[src/rtl/imem_loader_pkg.sv]
// Shared types and constants for the instruction-memory loader.
package imem_loader_pkg;

  typedef enum logic [2:0] {
    IDLE,
    LEN_HI,
    LEN_LO,
    DATA,
    WRITE,
    DONE,
    CSUM
  } state_t;

  localparam int unsigned BYTES_PER_WORD = 4;
  localparam int unsigned LEN_W          = 16;

endpackage

[src/rtl/imem_loader_if.sv]
// Byte-stream input and instruction-memory write bus of the loader.
// slave: the loader side; master: the stream source / memory observer.
interface imem_loader_if #(
  parameter int unsigned ADDR_W = 8
);
  logic              s_valid;
  logic [7:0]        s_data;
  logic              s_ready;
  logic              imem_we;
  logic [ADDR_W-1:0] imem_addr;
  logic [31:0]       imem_wdata;

  modport master (
    output s_valid, s_data,
    input  s_ready, imem_we, imem_addr, imem_wdata
  );

  modport slave (
    input  s_valid, s_data,
    output s_ready, imem_we, imem_addr, imem_wdata
  );
endinterface

[src/rtl/imem_loader_byte_packer.sv]
// 8->32 MSB-first shift register. word_full flags the beat that completes a word.
module byte_packer
  import imem_loader_pkg::*;
(
  input  logic        clk,
  input  logic        rst,
  input  logic        clear,
  input  logic        shift_en,
  input  logic [7:0]  byte_in,
  output logic [31:0] word,
  output logic        word_full
);

  logic [1:0]  cnt;
  logic [31:0] sr;

  // Shift bytes in from the bottom so byte0 ends up in [31:24].
  always_ff @(posedge clk) begin
    if (rst) begin
      cnt <= '0;
      sr  <= '0;
    end else if (clear) begin
      cnt <= '0;
    end else if (shift_en) begin
      sr  <= {sr[23:0], byte_in};
      cnt <= cnt + 2'd1;
    end
  end

  // Full on the beat that carries the last byte of the word.
  always_comb begin
    word      = sr;
    word_full = shift_en && (cnt == 2'(BYTES_PER_WORD - 1));
  end

endmodule

[src/rtl/imem_loader.sv]
// Instruction-memory loader: length header + packed words from a byte stream,
// holds the core in reset until a load completes cleanly.
// Optional checksum trailer byte: define IMEM_LOADER_CSUM_EN.
module imem_loader
  import imem_loader_pkg::*;
#(
  parameter int unsigned ADDR_W = 8
) (
  input  logic           clk,
  input  logic           rst,
  input  logic           start,
  imem_loader_if.slave   bus,
  output logic           core_rst,
  output logic           done,
  output logic           err
);

  localparam int unsigned DEPTH = 2 ** ADDR_W;

  state_t            state, state_nx;
  logic              beat;
  logic [7:0]        len_hi_q;
  logic [LEN_W-1:0]  len_q;
  logic [LEN_W-1:0]  wcnt_q;
  logic [ADDR_W-1:0] addr_q;
  logic              err_q;
  logic [LEN_W-1:0]  n_rx;
  logic              len_zero;
  logic              len_over;
  logic              last_word;
  logic [31:0]       word;
  logic              word_full;
`ifdef IMEM_LOADER_CSUM_EN
  logic [7:0]        csum_q;
`endif

  byte_packer u_packer (
    .clk      (clk),
    .rst      (rst),
    .clear    ((state == LEN_LO) && beat),
    .shift_en ((state == DATA) && beat),
    .byte_in  (bus.s_data),
    .word     (word),
    .word_full(word_full)
  );

  // Header decode and word-count bookkeeping.
  always_comb begin
    beat      = bus.s_valid & bus.s_ready;
    n_rx      = LEN_W'({len_hi_q, bus.s_data});
    len_zero  = (n_rx == '0);
    len_over  = (32'(n_rx) > DEPTH);
    last_word = ((wcnt_q + LEN_W'(1)) == len_q);
  end

  // State register.
  always_ff @(posedge clk) begin
    if (rst) state <= IDLE;
    else     state <= state_nx;
  end

  // Next-state logic.
  always_comb begin
    state_nx = state;
    unique case (state)
      IDLE:   if (start) state_nx = LEN_HI;
      LEN_HI: if (beat) state_nx = LEN_LO;
      LEN_LO: begin
        if (beat) begin
          if (len_over)      state_nx = DONE;
`ifdef IMEM_LOADER_CSUM_EN
          else if (len_zero) state_nx = CSUM;
`else
          else if (len_zero) state_nx = DONE;
`endif
          else               state_nx = DATA;
        end
      end
      DATA:   if (word_full) state_nx = WRITE;
      WRITE: begin
`ifdef IMEM_LOADER_CSUM_EN
        state_nx = last_word ? CSUM : DATA;
`else
        state_nx = last_word ? DONE : DATA;
`endif
      end
      DONE:   if (start) state_nx = LEN_HI;
`ifdef IMEM_LOADER_CSUM_EN
      CSUM:   if (beat) state_nx = DONE;
`endif
      default: state_nx = IDLE;
    endcase
  end

  // Moore outputs decoded from the state.
  always_comb begin
    bus.s_ready    = 1'b0;
    bus.imem_we    = (state == WRITE);
    bus.imem_addr  = addr_q;
    bus.imem_wdata = word;
    done           = (state == DONE);
    err            = err_q;
    core_rst       = !((state == DONE) && !err_q);
    unique case (state)
      LEN_HI, LEN_LO, DATA: bus.s_ready = 1'b1;
`ifdef IMEM_LOADER_CSUM_EN
      CSUM:                 bus.s_ready = 1'b1;
`endif
      default:              bus.s_ready = 1'b0;
    endcase
  end

  // Length, counters, write address, error flag and checksum.
  // The address is latched on the completing byte beat so it is already
  // valid during WRITE and then holds until the next word completes.
  always_ff @(posedge clk) begin
    if (rst) begin
      len_hi_q <= '0;
      len_q    <= '0;
      wcnt_q   <= '0;
      addr_q   <= '0;
      err_q    <= 1'b0;
`ifdef IMEM_LOADER_CSUM_EN
      csum_q   <= '0;
`endif
    end else begin
      if (((state == IDLE) || (state == DONE)) && start) err_q <= 1'b0;
      if ((state == LEN_HI) && beat) len_hi_q <= bus.s_data;
      if ((state == LEN_LO) && beat) begin
        len_q  <= n_rx;
        wcnt_q <= '0;
        if (len_over) err_q <= 1'b1;
      end
      if (word_full) addr_q <= wcnt_q[ADDR_W-1:0];
      if (state == WRITE) wcnt_q <= wcnt_q + LEN_W'(1);
`ifdef IMEM_LOADER_CSUM_EN
      if ((state == LEN_LO) && beat) csum_q <= '0;
      if ((state == DATA) && beat)   csum_q <= csum_q ^ bus.s_data;
      if ((state == CSUM) && beat && (bus.s_data != csum_q)) err_q <= 1'b1;
`endif
    end
  end

endmodule

[src/flat_wrapper.sv]
// flat-port wrapper written by rule: the top's interface ports become plain ports
module imem_loader_flat import imem_loader_pkg::*;
#(
  parameter int unsigned ADDR_W = 8
)
  (clk, rst, start, core_rst, done, err, bus_s_valid, bus_s_data, bus_s_ready, bus_imem_we, bus_imem_addr, bus_imem_wdata);
  imem_loader_if #(.ADDR_W(ADDR_W)) bus_i ();
  input  logic clk;
  input  logic rst;
  input  logic start;
  output logic core_rst;
  output logic done;
  output logic err;
  input wire logic [$bits(bus_i.s_valid)-1:0] bus_s_valid;
  input wire logic [$bits(bus_i.s_data)-1:0] bus_s_data;
  output wire logic [$bits(bus_i.s_ready)-1:0] bus_s_ready;
  output wire logic [$bits(bus_i.imem_we)-1:0] bus_imem_we;
  output wire logic [$bits(bus_i.imem_addr)-1:0] bus_imem_addr;
  output wire logic [$bits(bus_i.imem_wdata)-1:0] bus_imem_wdata;
  assign bus_i.s_valid = bus_s_valid;
  assign bus_i.s_data = bus_s_data;
  assign bus_s_ready = bus_i.s_ready;
  assign bus_imem_we = bus_i.imem_we;
  assign bus_imem_addr = bus_i.imem_addr;
  assign bus_imem_wdata = bus_i.imem_wdata;
  imem_loader #(.ADDR_W(ADDR_W)) u_core (.clk(clk), .rst(rst), .start(start), .bus(bus_i), .core_rst(core_rst), .done(done), .err(err));
endmodule
[config.mk]
export PLATFORM = sky130hd
export DESIGN_NAME = imem_loader_flat
export DESIGN_NICKNAME = d
export VERILOG_FILES = /design/src/rtl/imem_loader_pkg.sv /design/src/rtl/imem_loader_if.sv /design/src/rtl/imem_loader_byte_packer.sv /design/src/rtl/imem_loader.sv /design/src/flat_wrapper.sv
export SDC_FILE = /design/constraint.sdc
export NUM_CORES = 1
export LEC_CHECK = 0
export CAP_MARGIN = 25
export CORE_ASPECT_RATIO = 1.5
export CORE_MARGIN = 2
export CORE_UTILIZATION = 55
export CTS_CLUSTER_SIZE = 24
export DETAILED_ROUTE_END_ITERATION = 8
export GPL_ROUTABILITY_DRIVEN = 0
export PLACE_DENSITY = 0.86
export SLEW_MARGIN = 20
export SYNTH_ARGS = -nofsm -noshare
export SYNTH_HDL_FRONTEND = slang
export SYNTH_SLANG_ARGS = --single-unit
[constraint.sdc]
create_clock -name clk -period 6.4 [get_ports clk]
set_input_delay 0.64 -clock clk [delete_from_list [all_inputs] [get_ports clk]]
set_output_delay 0.64 -clock clk [all_outputs]
set_load 0.01 [all_outputs]
==> After elaboration in Yosys (flattened, before gate mapping) <==
Index checks and enable logic that the tools add are counted.
Widths: inputs -> output; s select.
{ "word_totals": {"regBits": 86, "out_inout_bits": 45, "inputBits": 12, "word_cells": 55} }
{ "op_classes": {"addsub": 2, "n_reduce_logical": 17, "eq_ne": 11, "order_cmp": 1, "n_bitwise": 2, "mux": 14} }
{ "ops": {"columns": ["cell", "n"], "rows": [
  ["$mux 16", 2],
  ["$mux 3", 7],
  ["$add 16x1->16 const B", 1],
  ["$eq 16x16->1", 1],
  ["$gt 16x9->1 const B", 1],
  ["$logic_not 16->1", 1],
  ["$pmux 3 s5", 1],
  ["$eq 3x2->1 const B", 2],
  ["$eq 3x3->1 const B", 2],
  ["$logic_and 1x1->1", 6],
  ["$ne 2x1->1 const B", 3],
  ["$mux 1", 4],
  ["$reduce_and 4->1", 1],
  ["$reduce_or 2->1", 2],
  ["$eq 3x1->1 const B", 1],
  ["$logic_not 3->1", 1],
  ["$reduce_or 3->1", 1],
  ["$add 2x1->2 const B", 1],
  ["$eq 2x2->1 const B", 1],
  ["$logic_not 1->1", 2],
  ["$ne 2x2->1 const B", 1],
  ["$reduce_and 2->1", 1],
  ["$reduce_bool 2->1", 1],
  ["$and 1x1->1", 1],
  ["other kinds (2)", 2]
]} }

==> Logic depth before layout (Yosys ltp) <==
Gate-level depths: netlist of the first run.
{ "depth": {"depth_word": 8, "ltp_mapped": 9, "mapped_depth_nobuf": 8} }

==> By module <==
Synthesis of the first run repeated with hierarchy kept, for this count alone.
{ "hier_totals": {"hier_cells": 471, "area_unflattened_um2": 4119.0} }
{ "by_module_without_submodules": {"columns": ["module", "cells_per_inst", "n_inst", "area_each_um2", "seq_area_each_um2"], "rows": [
  ["imem_loader", 347, 1, 2728.9, 1041.0],
  ["byte_packer", 124, 1, 1390.1, 680.7]
]} }

==> Worst setup path after synthesis of the first run <==
No wires, ideal clock.
{ "synth_timing": {"path_type": "register -> register", "startpoint": "reg u_core.wcnt_q[0]", "endpoint": "reg u_core.state[1]", "slack_ps": 4212, "path_stages_with_launch": 9, "arrival_time_ps": 2056, "path_cell_list": "dfxtp_1 > ha_1 > nand3_1 > buf_2 > nor4_1 > xnor2_1 > o211ai_1 > nor4_2 > o22ai_1"} }
{ "synth_via": {"elab_chain_cells": 4} }
{ "synth_lines": {"columns": ["element", "line", "source"], "rows": [
  ["start, declared", "imem_loader.sv:24", "logic [LEN_W-1:0] wcnt_q;"],
  ["start signal, assigned", "imem_loader.sv:135", "if (state == WRITE) wcnt_q <= wcnt_q + LEN_W'(1);"],
  ["$add 16x1->16", "imem_loader.sv:53", "last_word = ((wcnt_q + LEN_W'(1)) == len_q);"],
  ["$eq 16x16->1", "imem_loader.sv:53", null],
  ["$mux 3", "imem_loader.sv:84", "state_nx = last_word ? DONE : DATA;"],
  ["$pmux 3 s5", "imem_loader.sv:65", "unique case (state)"],
  ["end signal, assigned", "imem_loader.sv:59", "else state <= state_nx;"],
  ["end, declared", "imem_loader.sv:20", "state_t state, state_nx;"]
]} }
Every way passes these cells.
A chain may end at the register's enable or synchronous reset.

==> Worst setup path after layout of the first run <==
{ "layout_timing": {"startpoint": "reg u_core.state[1]", "endpoint": "out bus_imem_we"} }
{ "layout_via": {"elab_chain_cells": 1} }
{ "layout_lines": {"columns": ["element", "line", "source"], "rows": [
  ["$eq 3x3->1", "imem_loader.sv:98", "bus.imem_we = (state == WRITE);"],
  ["end, declared", "flat_wrapper.sv:17", "output wire logic [$bits(bus_i.imem_we)-1:0] bus_imem_we;"]
]} }
Every way passes these cells.

==> results of run 1 <==
==> routing by layer <==
layer / track usage (%) / wire length [µm] / up-vias
met4: 11.2 / 269 / 0
li1: - / - / 1807
met2: 43.7 / 4820 / 115
met5: 0 / 0 / -
met3: 7.12 / 569 / 21
met1: 28.3 / 3700 / 1688
==> flip-flops by register name, indices dropped and copies added (netlist names) <==
register,count
u_core.state,3
u_core.bus.imem_addr,8
u_core.len_q,16
u_core.u_packer.word,32
u_core.wcnt_q,16
u_core.len_hi_q,8
u_core.u_packer.cnt,2
u_core.err,1
==> layout by cell type (no fill, tap or decap), types with 3 or more instances in the layout <==
master           count
clkbuf_8             9
o211ai_1             3
or3_1                3
clkdlybuf4s50_1     55
xor2_1               9
nand2_1            122
o21ai_0             13
buf_4                4
inv_6                3
nor2_1              37
nor3_1              10
a31oi_1              3
xnor2_1             15
nand3_1             19
dfxtp_1             86
a21oi_1             80
nor4_1               7
nand2b_1             3
mux2i_1              9
==> worst paths after layout <==
path | from | cells after the start | end | slack [ps]
setup / recovery | u_core.state[1] | 4 | bus_imem_we | 2960
hold / removal | u_core.bus.imem_addr[2] | 2 | u_core.bus.imem_addr[2] | 460
setup reg to reg | u_core.state[1] | 6 | u_core.wcnt_q[13] | 3400
hold reg to reg | u_core.bus.imem_addr[2] | 2 | u_core.bus.imem_addr[2] | 460
==> power by group through the flow <==
stage | Combinational (mW) | Sequential [mW] | Clock (mW)
after floorplan | 0.142 | 0.579 | 0
after global placement | 0.181 | 0.591 | 0
after detailed placement | 0.187 | 0.593 | 0
after CTS | 0.188 | 0.581 | 0.392
after global routing | 0.212 | 0.584 | 0.421
final | 0.192 | 0.581 | 0.387
==> critical path: cells and delay by family (launching register included) <==
kind                   cells  cell delay [ps]
buffers and inverters      2             1120
and+or+nand+nor            2              740
DFF                        1              580
==> cells by family after synthesis <==
logic type	after synthesis	synth area share, %
buffers and inverters	38	4.03
DFF	86	43.7
and+or+nand+nor	229	27.7
xor gates and xnor gates	24	5.34
AOI/OAI and AO/OA	115	16.3
muxes	9	2.29
adders and majority gates	2	0.635
==> layout make-up <==
| class | count | area, µm² | area share [%] |
|---|---|---|---|
| timing repair buffer | 62 | 606 | 12.8 |
| multi-input combinational | 379 | 2070 | 44.0 |
| inverter | 4 | 15.0 | 0.319 |
| clock inverter | 7 | 77.6 | 1.65 |
| tap | 78 | 97.6 | 2.07 |
| clock buffer | 9 | 124 | 2.63 |
| sequential | 86 | 1720 | 36.5 |
==> flow_summary.rst, run 1 <==
.. list-table::
   :header-rows: 1

   * - Metric
     - Value
   * - Total negative slack for setup checks
     - 0 ps
   * - Drt initial violations
     - 316
   * - Clk buf depth
     - 2
   * - Transition at the pin with the smallest max-transition slack
     - 794 ps
   * - Final core utilization
     - 68.3%
   * - Top-count cell post-synth
     - nand2_1
   * - Area growth from synthesis to final layout
     - 19.6%
   * - Min cycle time layout
     - around 3400 ps
   * - Clock transition time at the flip-flop clock pins of the worst setup and hold paths
     - around 90 ps
   * - Detailed Routing Iterations Pass 1
     - 4
   * - Delay of the slowest critical-path stage
     - 610 ps
   * - Synthesis-stage register bit count
     - 86
   * - Total count of max-transition violations in the final report
     - 0
   * - Antenna violations before repair
     - 0
   * - DRC errors left
     - 0
   * - Vias after detailed routing
     - approximately 3600
   * - Count of cells resized by post-cts repair
     - 0
   * - Die Width
     - 73.1 µm
   * - Final worst-path cycle share
     - a little over half
   * - Sequence of cells on the critical path
     - nor2_1, nand2_1, clkinv_1, clkdlybuf4s50_1
   * - Post-Place Setup Slack
     - 3250 ps
   * - Capturing element type of the critical path
     - output port
   * - Core area
     - roughly 6900 µm²
   * - Largest area contributor in the netlist
     - dfxtp_1
   * - Netlist cell types
     - 51
   * - Standard-cell row count
     - 37
   * - Number of nets in the synthesized netlist
     - a little over 500
   * - Final wirelength
     - 9360 µm
   * - Proportion of power drawn by flip-flops and latches
     - between 50% and 60%
   * - Total power
     - 1.16 mW
   * - Count of port buffers added during placement
     - 56
   * - Highest clock rate
     - between 0.2 and 0.3 GHz
   * - Clock sink count
     - 86
   * - Final instance count without filler cells
     - around 630
   * - Placed cell areas
     - approximately 4500 µm²
   * - Largest driver fanout on the critical path
     - 26
   * - Number of placed instances, taps included
     - 607
   * - TritonCTS clock tree
     - done
   * - WP data required
     - 5760 ps
   * - Die height
     - 108 µm
   * - Number of hold buffers added after CTS
     - 0
   * - Startpoint kind of the worst setup timing path
     - register
   * - Final setup violation count
     - 0
   * - Smallest hold slack
     - 457 ps
   * - Number of flops mapped to enable cells by yosys
     - 0
   * - Number of H-tree branching levels
     - 3
   * - Outcome
     - completed
   * - Filler instances
     - 537
   * - Final antenna-violating net count
     - 0
   * - Clock buffers created by TritonCTS
     - 9
   * - Number of warnings issued by yosys
     - 0
   * - Proportion of total power due to net switching
     - just under 30%
   * - Maximum vdd drop
     - between 0.15 and 0.2 mV
   * - Switching power total
     - 344 µW
   * - I/O pin count
     - 57
   * - Path category of the worst min-delay check
     - reg2reg
   * - Predominant post-synthesis flop cell
     - dfxtp_1
   * - Critical Setup Path Class
     - reg2out
   * - Clock network latency to the later pin of the worst-skew pair
     - 360 ps
   * - Unrepaired setup endpoints after global routing
     - false
   * - Initial core utilization
     - 57.1%
   * - Worst clock skew
     - 9.35 ps
   * - CP arrival
     - 2800 ps
   * - Portion of the post-synthesis area used by sequential elements
     - a little over two fifths
   * - First-pass GRT wire length
     - roughly 16000 µm
   * - Proportion of layout cells with a drive suffix above 1
     - 7.13%
   * - Comb pwr share
     - 16.5%
   * - Via density per instance
     - 5.81
   * - GRT overflow
     - 0
   * - Share of power burned in the clock network
     - 33.4%
   * - Synth cell count leaders
     - nand2_1, dfxtp_1, a21oi_1, nor2_1, clkbuf_1
   * - Vias in the first global route
     - 3519
   * - Max-capacitance violation count
     - 0
   * - Cell Area, Synth
     - 3940 µm²
   * - FFs w/ async S/R, synth
     - 0%
   * - Number of antenna repair diodes
     - 0
   * - Area of the die
     - 7870 µm²
   * - Largest net degree at the start of global routing
     - 65
   * - Least setup slack across all paths after layout
     - 2960 ps
   * - Final standard cell area without fillers
     - 4710 µm²
   * - Headroom to the max-slew limit
     - 46.9%
   * - Syn Inst Count
     - 503
   * - Number of nets in the final layout
     - 556
   * - Final count of hold timing violations
     - 0
   * - Placed wire-length estimate
     - 6510 µm
   * - Average instance area after synthesis
     - about 7.8 µm²
   * - Clk Tree Root Cell
     - clkbuf_8
   * - Routed wire per std cell
     - between 10 and 15 µm
   * - Post-CTS setup buffers
     - 0
   * - Gr usage total
     - 25.3%
   * - Total internal power
     - about 820 µW
   * - Share of Yosys cell area claimed by the top area cell type
     - 43.7%
   * - Cell area power density
     - 246 nW/µm²
   * - Pleak
     - approximately 1.6 nW
   * - Max stage delay cell, worst path
     - nand2_1
   * - Most area-consuming cells after synthesis
     - dfxtp_1, nand2_1, a21oi_1
Note: power is estimated with default switching activity, not from simulation.
==> run 2: changes to the inputs <==
Settings changed: CORE_UTILIZATION 55 to 54, PLACE_DENSITY 0.86 to 0.84.
Clock period 6.4 ns to 3.5 ns, I/O delays scaled along.
==> run 2 against run 1 <==
Net effect:
- cell count is 0.48% higher
- via count is 0.19% higher
- design area is 0.35% lower
- global-route usage is 0.62 points lower
- clock skew is 5.1 ps higher
- core utilization is 2.5 points lower
- power is 76% higher
- critical path type unchanged
==> flow_summary.rst, run 2 (synthesis gave the netlist of run 1 again) <==
.. list-table::
   :header-rows: 1

   * - Metric
     - Value
   * - Area of the die
     - 8010 µm² (+1.8%)
   * - Standard-cell row count
     - 38 (+2.7%)
   * - Vias after detailed routing
     - 3638 (+0.19%)
   * - CP arrival
     - 2260 ps (-540 ps)
   * - Number of antenna repair diodes
     - 0 (unchanged)
   * - Area growth from synthesis to final layout
     - 19.2%
   * - I/O pin count
     - 57 (unchanged)
   * - WP data required
     - 3150 ps (-2610 ps)
   * - Final count of hold timing violations
     - 0 (unchanged)
   * - Flip-flop count of the largest register after layout
     - 32 (unchanged)
   * - Core area
     - 7130 µm² (+3.4%)
   * - Count of port buffers added during placement
     - 56 (unchanged)
   * - Final worst-path cycle share
     - 74.7%
   * - Die Width
     - 73.7 µm (+0.88%)
   * - DRC errors left
     - 0 (unchanged)
   * - Switching power total
     - 629 µW (+83%)
   * - GRT overflow
     - 0 (unchanged)
   * - Clk Tree Root Cell
     - clkbuf_8
   * - Delay of the slowest critical-path stage
     - 490 ps (-120 ps)
   * - Maximum vdd drop
     - 0.321 mV (+78%)
   * - Drt initial violations
     - 285 (-9.8%)
   * - Number of H-tree branching levels
     - 3 (unchanged)
   * - Vias in the first global route
     - 3468 (-1.4%)
   * - Critical Setup Path Class
     - reg2out
   * - Clock buffers created by TritonCTS
     - 9 (unchanged)
   * - Capturing element type of the critical path
     - output port
   * - Proportion of total power due to net switching
     - 30.8% (+1.1 points)
   * - Largest net degree at the start of global routing
     - 61 (-6.2%)
   * - Share of power burned in the clock network
     - 30.8% (-2.6 points)
   * - Proportion of power drawn by flip-flops and latches
     - 52.0% (+1.9 points)
   * - Path category of the worst min-delay check
     - in2reg
   * - Comb pwr share
     - 17.2% (+0.7 points)
   * - Proportion of layout cells with a drive suffix above 1
     - 7.30% (+0.17 points)
   * - Initial core utilization
     - 55.2% (-1.9 points)
   * - Pleak
     - 1.56 nW (-0.45%)
   * - Total negative slack for setup checks
     - 0 ps (unchanged)
   * - Final wirelength
     - 9560 µm (+2.1%)
   * - Clock network latency to the later pin of the worst-skew pair
     - 360 ps (about the same)
   * - Headroom to the max-slew limit
     - 53.4% (+6.5 points)
   * - Final setup violation count
     - 0 (unchanged)
   * - Total count of max-transition violations in the final report
     - 0 (unchanged)
   * - Highest clock rate
     - around 0.38 GHz
   * - Via density per instance
     - 5.79 (-0.29%)
   * - Most common cell after layout, fill and taps aside
     - nand2_1
   * - Unrepaired setup endpoints after global routing
     - false
   * - Count of cells resized by post-cts repair
     - 0 (unchanged)
   * - Max stage delay cell, worst path
     - dfxtp_1
   * - Placed wire-length estimate
     - 6730 µm (+3.3%)
   * - Top library cells by usage in the layout, fill and taps aside
     - nand2_1, dfxtp_1, a21oi_1
   * - Clk buf depth
     - 2 (unchanged)
   * - Gr usage total
     - 24.7% (-0.62 points)
   * - Clock sink count
     - 86 (unchanged)
   * - Clock transition time at the flip-flop clock pins of the worst setup and hold paths
     - 90 ps (about the same)
   * - Number of nets in the final layout
     - 557 (+0.18%)
   * - Cell area power density
     - 435 nW/µm² (+77%)
   * - Worst clock skew
     - 14.5 ps (+5.13 ps)
   * - Outcome
     - completed
   * - Max-capacitance violation count
     - 0 (unchanged)
   * - Largest driver fanout on the critical path
     - 7 (-73%)
   * - Sequence of cells on the critical path
     - clkinv_1, nor2_1, nand2_1, or2_2, clkdlybuf4s50_1
   * - Die height
     - 109 µm (+0.89%)
   * - Post-CTS setup buffers
     - 0 (unchanged)
   * - Startpoint kind of the worst setup timing path
     - register
   * - Antenna violations before repair
     - 0 (unchanged)
   * - Number of hold buffers added after CTS
     - 0 (unchanged)
   * - Min cycle time layout
     - 2610 ps
   * - Transition at the pin with the smallest max-transition slack
     - 697 ps (-97.5 ps)
   * - TritonCTS clock tree
     - done
   * - Detailed Routing Iterations Pass 1
     - 4 (unchanged)
   * - Routed wire per std cell
     - 15.2 µm (+1.6%)
   * - Total internal power
     - 1.42 mW (+74%)
   * - Total power
     - 2.04 mW (+76%)
   * - First-pass GRT wire length
     - 15500 µm (-1.8%)
   * - Final antenna-violating net count
     - 0 (unchanged)
-- run 2: per-layer routing --
layer | vias up | share of wire (%) | GRT usage (%)
li1 | 1804 | - | -
met1 | 1706 | 39 | 27.7
met2 | 102 | 52 | 41.6
met3 | 26 | 5.0 | 6.10
met4 | 0 | 3.7 | 14.4
met5 | - | 0 | 0
-- run 2: worst max-delay path, delay by kind of cell, from the launching register on --
| family | cells | cell delay [ps] |
|---|---|---|
| flops | 1 | 490 |
| buf+inv | 2 | 770 |
| simple gates | 3 | 660 |
-- run 2: area by class of cell --
| type | count | area, µm² |
|---|---|---|
| tap | 80 | 100 |
| inverter | 4 | 15.0 |
| timing repair buffer | 63 | 616 |
| multi-input combinational | 379 | 2070 |
| sequential | 86 | 1720 |
| clock inverter | 7 | 48.8 |
| clock buffer | 9 | 124 |
| fill | 607 | 2430 |
-- run 2: per-stage QoR --
| stage | util [%] | instances | hold WS [ps] | setup slack (ps) | area (µm²) |
|---|---|---|---|---|---|
| floorplan | - | 503 | 444 | 1310 | 3940 |
| global placement | 63.2 | 611 | 442 | 995 | 4510 |
| detailed placement | 63.2 | 611 | 450 | 906 | 4510 |
| CTS | 65.6 | 627 | 417 | 860 | 4680 |
| global route | 65.9 | 628 | 469 | 639 | 4700 |
| finish | 65.9 | 628 | 437 | 885 | 4700 |
-- run 2: worst paths after layout --
| path | slack [ps] | start | end | cells after the start |
|---|---|---|---|---|
| max | 890 | u_core.state[0] | core_rst | 5 |
| min | 440 | rst | u_core.len_hi_q[0] | 2 |
| max reg2reg | 910 | u_core.wcnt_q[0] | u_core.state[1] | 8 |
| min reg2reg | 460 | u_core.bus.imem_addr[7] | u_core.bus.imem_addr[7] | 2 |
-- run 2: power by group through the flow --
stage / Sequential [mW] / Combinational, mW / Clock (mW)
finish: 1.06 / 0.352 / 0.629
floorplan: 1.06 / 0.260 / 0
global route: 1.07 / 0.390 / 0.678
global placement: 1.08 / 0.338 / 0
CTS: 1.06 / 0.348 / 0.641
detailed placement: 1.09 / 0.345 / 0
==> run 3: changes to the inputs <==
Settings changed: CORE_UTILIZATION 54 to 49, PLACE_DENSITY 0.84 to 0.81.
Clock period 3.5 ns to 2.4 ns, I/O delays scaled along.
==> run 3 against run 2 <==
Net effect:
- non-clock buffer count up 13
- die area up 9.7%
- sequential cell count unchanged
- sequential share of layout area down 2.4 points
- clock power rose to 2.5 times the previous value
- sequential power up 47%
- combinational power up 54%
- critical path depth down 2
- power up 80%
==> flow_summary.rst, run 3 (synthesis gave the netlist of run 1 again) <==
.. list-table::
   :header-rows: 1

   * - Metric
     - Value
   * - Outcome
     - completed
   * - Max-capacitance violation count
     - 0 (unchanged)
   * - Capturing element type of the critical path
     - output port
   * - Count of cells resized by post-cts repair
     - 0 (unchanged)
   * - Least setup slack across all paths after layout
     - 81.3 ps (-804 ps)
   * - Clk Tree Root Cell
     - clkbuf_16
   * - Clk buf depth
     - 2 (unchanged)
   * - WP data required
     - 2160 ps (-990 ps)
   * - Number of placed instances, taps included
     - 650 (+6.4%)
   * - Clock buffers created by TritonCTS
     - 9 (unchanged)
   * - Clock transition time at the flip-flop clock pins of the worst setup and hold paths
     - 60 ps (-30 ps)
   * - Number of H-tree branching levels
     - 3 (unchanged)
   * - Area growth from synthesis to final layout
     - 27.7%
   * - Max stage delay cell, worst path
     - dfxtp_1
   * - Number of nets in the final layout
     - 570 (+2.3%)
   * - Largest driver fanout on the critical path
     - 14 (+7)
   * - Core area
     - 7910 µm² (+11%)
   * - Unrepaired setup endpoints after global routing
     - false
   * - Highest clock rate
     - 0.431 GHz
   * - Headroom to the max-slew limit
     - 58.5% (+5.1 points)
   * - Placed wire-length estimate
     - 7290 µm (+8.3%)
   * - Critical Setup Path Class
     - reg2out
   * - Cell area power density
     - 732 nW/µm² (+68%)
   * - TritonCTS clock tree
     - done
   * - DRC errors left
     - 0 (unchanged)
   * - Transition at the pin with the smallest max-transition slack
     - 622 ps (-75.3 ps)
   * - Top library cells by usage in the layout, fill and taps aside
     - nand2_1, dfxtp_1, a21oi_1
   * - Met1 WL
     - 4190 µm (+12%)
   * - Detailed route wirelength on metal3
     - 485 µm (+1.3%)
   * - Clock sink count
     - 86 (unchanged)
   * - Path category of the worst min-delay check
     - in2reg
   * - Gr usage total
     - 24.6% (-0.061 points)
   * - Wire length on met2
     - 5510 µm (+10%)
   * - Final core utilization
     - 63.6% (-2.3 points)
   * - Total negative slack for setup checks
     - 0 ps (unchanged)
   * - Flip-flop count of the largest register after layout
     - 32 (unchanged)
   * - Largest net degree at the start of global routing
     - 69 (+13%)
   * - GRT overflow
     - 0 (unchanged)
   * - Total power
     - 3.68 mW (+80%)
   * - Drt initial violations
     - 293 (+2.8%)
   * - Most common cell after layout, fill and taps aside
     - nand2_1
   * - Min cycle time layout
     - 2320 ps
   * - Final worst-path cycle share
     - 96.6%
   * - Via density per instance
     - 5.72 (-1.2%)
   * - Final standard cell area without fillers
     - 5030 µm² (+7.1%)
   * - Sequence of cells on the critical path
     - nand2_1, or2_2, clkdlybuf4s50_1
   * - Proportion of layout cells with a drive suffix above 1
     - 9.80% (+2.5 points)
   * - Pleak
     - 1.72 nW (+10%)
   * - Count of port buffers added during placement
     - 56 (unchanged)
   * - Vias in the first global route
     - 3723 (+7.4%)
   * - Placed cell areas
     - 4670 µm² (+3.6%)
   * - Startpoint kind of the worst setup timing path
     - register
   * - Total count of max-transition violations in the final report
     - 0 (unchanged)
   * - Vias after detailed routing
     - 3810 (+4.7%)
   * - Area of the die
     - 8790 µm² (+9.7%)
   * - Final antenna-violating net count
     - 0 (unchanged)
   * - CP arrival
     - 2080 ps (-180 ps)
   * - Smallest hold slack
     - 311 ps (-126 ps)
   * - Final setup violation count
     - 0 (unchanged)
   * - Count of buffering cells on the critical path with inverters included
     - 1 (-1)
   * - Number of hold buffers added after CTS
     - 0 (unchanged)
   * - Final wirelength
     - 10500 µm (+9.6%)
   * - Post-CTS setup buffers
     - 0 (unchanged)
   * - Final instance count without filler cells
     - 666 (+6.1%)
   * - Filler instances
     - 699 (+15%)
   * - Clock network latency to the later pin of the worst-skew pair
     - 340 ps (-20 ps)
   * - Routed wire per std cell
     - 15.7 µm (+3.4%)
   * - Number of antenna repair diodes
     - 0 (unchanged)
   * - I/O pin count
     - 57 (unchanged)
   * - Die height
     - 114 µm (+4.8%)
   * - Standard-cell row count
     - 40 (+5.3%)
   * - Antenna violations before repair
     - 0 (unchanged)
   * - Delay of the slowest critical-path stage
     - 720 ps (+230 ps)
   * - Initial core utilization
     - 49.8% (-5.4 points)
   * - Maximum vdd drop
     - 0.537 mV (+67%)
   * - First-pass GRT wire length
     - 17400 µm (+12%)
   * - Detailed Routing Iterations Pass 1
     - 5 (+1)
   * - Post-Place Setup Slack
     - 125 ps (-781 ps)
   * - Kind of cell adding the most delay to the critical path
     - flip-flops
   * - Final count of hold timing violations
     - 0 (unchanged)
   * - Worst clock skew
     - 8.59 ps (-5.89 ps)
   * - Highest metal layer with signal wires
     - met4
   * - Die Width
     - 77.2 µm (+4.7%)
-- run 3: cell count changes in the layout (fill, tap and decap cells not counted), sizes merged --
cell	before	now
buf	8	21
bufinv	0	3
clkbuf	9	10
clkinv	7	3
clkinvlp	1	2
inv	3	2
-- run 3: final timing paths --
path                              to  depth (start not counted)                     from  slack [ps]
max                         core_rst                          3          u_core.state[2]          80
min               u_core.len_hi_q[0]                          2                      rst         310
max reg2reg          u_core.state[1]                          7         u_core.wcnt_q[0]         140
min reg2reg  u_core.bus.imem_addr[0]                          2  u_core.bus.imem_addr[0]         450
-- run 3: report_power, final --
group	total (mW)	switching (mW)	internal [mW]	leakage, nW
registers	1.56	0.0820	1.48	0.694
logic	0.541	0.311	0.230	0.866
clock network	1.58	0.565	1.01	0.159
-- run 3: layout make-up --
class	count	area, µm²	area share, %
Clock buffer	10	229	4.55
Timing Repair Buffer	76	731	14.5
Sequential cell	86	1720	34.3
Clock inverter	6	110	2.19
Multi-Input combinational cell	379	2090	41.6
Tap cell	105	131	2.61
Inverter	4	15.0	0.299
-- run 3: routing by layer --
layer  GRT usage [%]  vias up
met3            6.33       32
met5               0        -
met2            43.5      117
met4            13.1        0
met1            26.9     1829
li1                -     1832
-- run 3: worst reg2reg max path, cell delays in order, from the launching register on --
cell and delay, ps:
dfxtp_1 360, ha_1 280, nand3_2 220, nor4_1 470
xnor2_1 170, o211ai_1 110, nor4_2 390, o22ai_1 140
